### config.mk
export PLATFORM = sky130hd
export DESIGN_NAME = controle_semaforo
export DESIGN_NICKNAME = d
export VERILOG_FILES = /design/src/rtl/semaforo_pkg.sv /design/src/rtl/sinc_borda.sv /design/src/rtl/controle_semaforo.sv
export SDC_FILE = /design/constraint.sdc
export NUM_CORES = 1
export LEC_CHECK = 0
export ABC_AREA = 1
export CORE_UTILIZATION = 51
export DETAILED_ROUTE_END_ITERATION = 8
export PLACE_DENSITY = 0.77
export SLEW_MARGIN = 30
export SYNTH_ARGS = -nofsm -noshare
export SYNTH_HDL_FRONTEND = slang
export SYNTH_HIERARCHICAL = 1
export SYNTH_SLANG_ARGS = --single-unit
### constraint.sdc
create_clock -name clock -period 2.08 [get_ports clock]
set_input_delay 0.416 -clock clock [delete_from_list [all_inputs] [get_ports clock]]
set_output_delay 0.416 -clock clock [all_outputs]
set_load 0.01 [all_outputs]
### src/rtl/semaforo_pkg.sv
// rtl/semaforo_pkg.sv - shared state, phase encodings and widths for the traffic-light sequencer
package semaforo_pkg;

  localparam int CNT_W = 4;
  localparam int WD_W  = 5;

  typedef enum logic [2:0] {
    ST_IDLE,
    ST_VERDE,
    ST_AMARELO,
    ST_VERMELHO,
    ST_FALHA
  } estado_t;

  localparam logic [1:0] FASE_VERMELHO = 2'd0;
  localparam logic [1:0] FASE_VERDE    = 2'd1;
  localparam logic [1:0] FASE_AMARELO  = 2'd2;
  localparam logic [1:0] FASE_FALHA    = 2'd3;

  function automatic logic [1:0] fase_de(estado_t e);
    case (e)
      ST_VERDE:   return FASE_VERDE;
      ST_AMARELO: return FASE_AMARELO;
      ST_FALHA:   return FASE_FALHA;
      default:    return FASE_VERMELHO;
    endcase
  endfunction

endpackage

### src/rtl/sinc_borda.sv
// rtl/sinc_borda.sv - 2-FF synchroniser with rising-edge detect for the pedestrian button
module sinc_borda (
  input  logic clock,
  input  logic reset,
  input  logic async_in,
  output logic rise
);

  logic s1, s2, s3;

  always_ff @(posedge clock or posedge reset) begin
    if (reset) begin
      s1 <= 1'b0;
      s2 <= 1'b0;
      s3 <= 1'b0;
    end else begin
      s1 <= async_in;
      s2 <= s1;
      s3 <= s2;
    end
  end

  assign rise = s2 & ~s3;

endmodule

### src/rtl/controle_semaforo.sv
// rtl/controle_semaforo.sv - phase sequencer driving the preset/load of a 4-bit down-counter
module controle_semaforo
  import semaforo_pkg::*;
#(
  parameter int T_VERDE     = 9,
  parameter int T_AMARELO   = 3,
  parameter int T_VERMELHO  = 7,
  parameter int T_VERDE_MIN = 4,
  parameter int WD_MAX      = 31
) (
  input  logic             clock,
  input  logic             reset,
  input  logic             enable,
  input  logic             ped_req,
  input  logic [CNT_W-1:0] cnt_q,
  output logic [CNT_W-1:0] preset,
  output logic             botao,
  output logic             luz_verde,
  output logic             luz_amarela,
  output logic             luz_vermelha,
  output logic             ped_walk,
  output logic [1:0]       fase,
  output logic             erro
);

  estado_t          estado, estado_n;
  logic [WD_W-1:0]  wd;
  logic             ped_pend;
  logic             ped_rise;
  logic             load;
  logic [CNT_W-1:0] load_val;
  logic             zero, corte, timed, clr_ped;

  sinc_borda u_sinc (
    .clock    (clock),
    .reset    (reset),
    .async_in (ped_req),
    .rise     (ped_rise)
  );

  // botao high marks the load cycle; cnt_q is stale there and must not count as zero
  always_comb begin
    estado_n = estado;
    load     = 1'b0;
    load_val = preset;
    zero     = (cnt_q == '0) && !botao;
    corte    = ped_pend && !botao && ((int'(cnt_q) + T_VERDE_MIN) <= T_VERDE);
    timed    = (estado == ST_VERDE) || (estado == ST_AMARELO) || (estado == ST_VERMELHO);
    if (timed && (wd == WD_W'(WD_MAX))) begin
      estado_n = ST_FALHA;
    end else begin
      case (estado)
        ST_IDLE: if (enable) begin
          estado_n = ST_VERDE;
          load     = 1'b1;
          load_val = CNT_W'(T_VERDE);
        end
        ST_VERDE: if (zero || corte) begin
          estado_n = ST_AMARELO;
          load     = 1'b1;
          load_val = CNT_W'(T_AMARELO);
        end
        ST_AMARELO: if (zero) begin
          estado_n = ST_VERMELHO;
          load     = 1'b1;
          load_val = CNT_W'(T_VERMELHO);
        end
        ST_VERMELHO: if (zero) begin
          if (enable) begin
            estado_n = ST_VERDE;
            load     = 1'b1;
            load_val = CNT_W'(T_VERDE);
          end else begin
            estado_n = ST_IDLE;
          end
        end
        default: estado_n = ST_FALHA;
      endcase
    end
    clr_ped = (estado == ST_AMARELO) && (estado_n == ST_VERMELHO);
  end

  always_ff @(posedge clock or posedge reset) begin
    if (reset) begin
      estado       <= ST_IDLE;
      wd           <= '0;
      ped_pend     <= 1'b0;
      preset       <= '0;
      botao        <= 1'b0;
      luz_verde    <= 1'b0;
      luz_amarela  <= 1'b0;
      luz_vermelha <= 1'b1;
      ped_walk     <= 1'b0;
      fase         <= FASE_VERMELHO;
      erro         <= 1'b0;
    end else begin
      estado <= estado_n;
      botao  <= load;
      if (load) preset <= load_val;

      if (estado_n != estado) wd <= '0;
      else if (timed && (wd != WD_W'(WD_MAX))) wd <= wd + 1'b1;

      if (ped_rise && (estado != ST_FALHA)) ped_pend <= 1'b1;
      else if (clr_ped) ped_pend <= 1'b0;

      // lamps follow the next state so they line up with the state register
      luz_verde    <= (estado_n == ST_VERDE);
      luz_amarela  <= (estado_n == ST_AMARELO) ||
                      ((estado_n == ST_FALHA) && ((estado != ST_FALHA) || !luz_amarela));
      luz_vermelha <= (estado_n == ST_IDLE) || (estado_n == ST_VERMELHO);
      ped_walk     <= (estado_n == ST_VERMELHO);
      fase         <= fase_de(estado_n);
      erro         <= erro | (estado_n == ST_FALHA);
    end
  end

endmodule

==> impl_metrics.env <==
export IMPL_p_leak_nw=0.7340
export IMPL_syn_area_sq_um=1186
export IMPL_cts_resized=0
export IMPL_worst_slew_pin_slew_ns=0.4066
export IMPL_vias=867
export IMPL_fillers=178
export IMPL_grt_max_degree=14
export IMPL_maxSlewHeadroom_pct=72.86
export IMPL_worstPathCellList="ha_1 > and3_1 > ha_1 > a21oi_4 > buf_4 > nand3_1 > nand2_2 > nand3_4 > nor2_1"
export IMPL_synth_nets=139
export IMPL_track_usage_pct=19.52
export IMPL_hold_viol=0
export IMPL_synthCells=126
export IMPL_seq_area_frac_synth_pct=50.74
export IMPL_finalInstanceArea_sq_um=1478
export IMPL_yosysTopAreaCellShare_pct=48.52
export IMPL_synth_edf_count=0
export IMPL_slowest_delay_ns=0.44
export IMPL_areaGrowthSynthToFinish_pct=24.58
export IMPL_drc_errors=0
export IMPL_crit_path_frequent_cell="ha_1"
export IMPL_ys_warn_count=6
export IMPL_cts_buffers_inserted=3
export IMPL_hold_class="in -> async"
export IMPL_slowest_stage="dfrtp_1"
export IMPL_synth_top_area_cell="dfrtp_1"
export IMPL_hold_buffers=0
export IMPL_crit_family="simple AND/OR/NAND/NOR gates"
export IMPL_cap_viol_max_count=0
export IMPL_netlist_top_cells_count="dfrtp_1 (23), inv_1 (18), nand2_1 (15), nor2_1 (15)"
export IMPL_clkSlewWorstSetupHoldPaths_ns=0.13
export IMPL_row_count=17
export IMPL_fin_crit_sh_pct=89.19
export IMPL_multi_input_area_sq_um=490.5
export IMPL_die_area_sq_um=2523
export IMPL_rsz0062_at_grt="no"
export IMPL_yosysMostFrequentCell="dfrtp_1"
export IMPL_nets=167
export IMPL_worst_skew_pair_late_latency_ns=0.31
export IMPL_arrival_ns=2.11
export IMPL_synth_flop_cell="dfrtp_1"
export IMPL_initial_utilization_pct=53.62
export IMPL_overflow=0
export IMPL_io_pin_count=20
export IMPL_worst_ep_required_time_ns=2.33
export IMPL_viasPerCell=4.790
export IMPL_grt_pass1_wl_microns=3622
export IMPL_routed_wirelength_microns=2053
export IMPL_drive_gt1_share_pct=26.14
export IMPL_wl_per_cell_microns=11.34
export IMPL_status="finished, final reports clean"
export IMPL_setup_violations=0
export IMPL_drt_iter0_markers=8
export IMPL_io_buffers=19
export IMPL_gp_congestion=0.7596
export IMPL_async_reset_ff_share_pct=100.0
export IMPL_crit_type="reg -> reg"
export IMPL_power_density_nw_per_um2=1280
export IMPL_cts_num_sinks=24
export IMPL_ys_types=23
export IMPL_cts_max_level=1
export IMPL_worstPathMaxFanout=5
export IMPL_synth_seq_cells=24
export IMPL_antenna_found_initial=0
export IMPL_root_buffer="clkbuf_4"
export IMPL_diodes=0
export IMPL_fmax_mhz=539.0
export IMPL_drtAntennaViolNets=0
export IMPL_cts_tree="yes"
export IMPL_dp_hpwl_microns=1636
export IMPL_final_min_clock_period_ns=1.855
export IMPL_dp_slack_ns=-0.1199
export IMPL_drv_slew=0
export IMPL_skew_ns=0.007754
export IMPL_end_kind="register"
export IMPL_cts_setup_buffers=0
export IMPL_yosys_top_cells_area="dfrtp_1 (49%), inv_1 (5.7%), ha_1 (5.3%)"
export IMPL_grt_pass1_vias=877
export IMPL_dpl_instance_area_sq_um=1441
export IMPL_worst_setup_path_start_kind="register"
export IMPL_fin_ws_ns=0.2248
export IMPL_clockBufferDepth=2
export IMPL_die_h_microns=50.23
export IMPL_peakVddDrop_uv=796.7
export IMPL_regArea_sq_um=601.8
export IMPL_worst_path_buf_inv=1
export IMPL_fp_coreArea_sq_um=2212
export IMPL_fp_dieW_microns=50.23
export IMPL_postSynthAreaPerCell_sq_um=9.414
export IMPL_drt_first_pass_iters=4
-- area by class of cell --
| type | instances | area share, % |
|---|---|---|
| Timing Repair Buffer | 23 | 14.90 |
| Tap cell | 28 | 2.371 |
| Sequential cell | 24 | 40.73 |
| Multi-Input combinational cell | 77 | 33.19 |
| Inverter | 25 | 6.351 |
| Clock buffer | 4 | 2.456 |
-- worst paths after layout --
check,from,slack (ns),depth (start not counted),to
max reg2reg,wd[0],0.22,9,wd[2]
min in group clock,u_sinc/s1,0.38,0,u_sinc/s2
min reg2reg,u_sinc/s1,0.38,0,u_sinc/s2
max in group asynchronous,reset,1.18,3,preset[2]
min,reset,0.27,2,u_sinc/s2
max,wd[0],0.22,9,wd[2]
-- stage by stage --
step	std cells	setup TNS [ns]	hold slack [ns]	power, mW	utilization [%]
finish	181	0	0.2703	1.892	66.80
global route	181	0	0.2871	2.044	66.80
CTS	181	0	0.2714	1.902	66.80
detailed placement	177	-1.002	0.3471	1.662	65.16
global placement	177	-0.1070	0.3431	1.637	65.16
floorplan	126	0	0.1696	1.322	-
-- cells by family after synthesis --
logic type | count (synthesis) | synth area share [%]
flops | 24 | 50.74
xor+xnor | 2 | 1.477
simple gates | 60 | 27.64
compound gates | 10 | 6.962
fa+ha+maj | 5 | 5.274
buf+inv | 25 | 7.911
-- layer usage --
layer | up-vias | share of wire (%) | wire length, microns | track usage [%]
met1 | 409 | 46 | 942 | 22.40
met3 | 4 | 3.2 | 66 | 4.242
li1 | 440 | - | - | -
met5 | - | 0 | 0 | 0
met2 | 14 | 49 | 1012 | 33.78
met4 | 0 | 1.5 | 31 | 10.00
-- cell usage in the layout, fill, tap and decap left out, types with 2 or more instances in the layout --
cell             synthesis  final
nor2_2                   7      7
dfrtp_1                 23     23
buf_4                    0      4
nor2_1                  15     15
nand3_1                  5      5
a22o_1                   2      2
a21oi_4                  2      2
ha_1                     5      5
or2_2                    2      2
clkdlybuf4s50_1          0     19
nand2_1                 15     15
xor2_1                   2      2
nand2_4                  2      2
o21ai_0                  5      5
nor3_2                   2      2
nand2_2                  7      7
clkbuf_4                 0      3
inv_2                    7      7
inv_1                   18     18
-- report_power, final --
part / internal, mW / total, mW / switching, mW
combinational: 0.424 / 0.967 / 0.543
sequential: 0.604 / 0.684 / 0.0798
clock: 0.107 / 0.240 / 0.133
-- sequential cells by signal, summed over array words and instances, names as in the netlist, 2 cells and up --
name    cells
wd          5
fase        2
preset      4
estado      3
(Power assumes the default switching activity.)
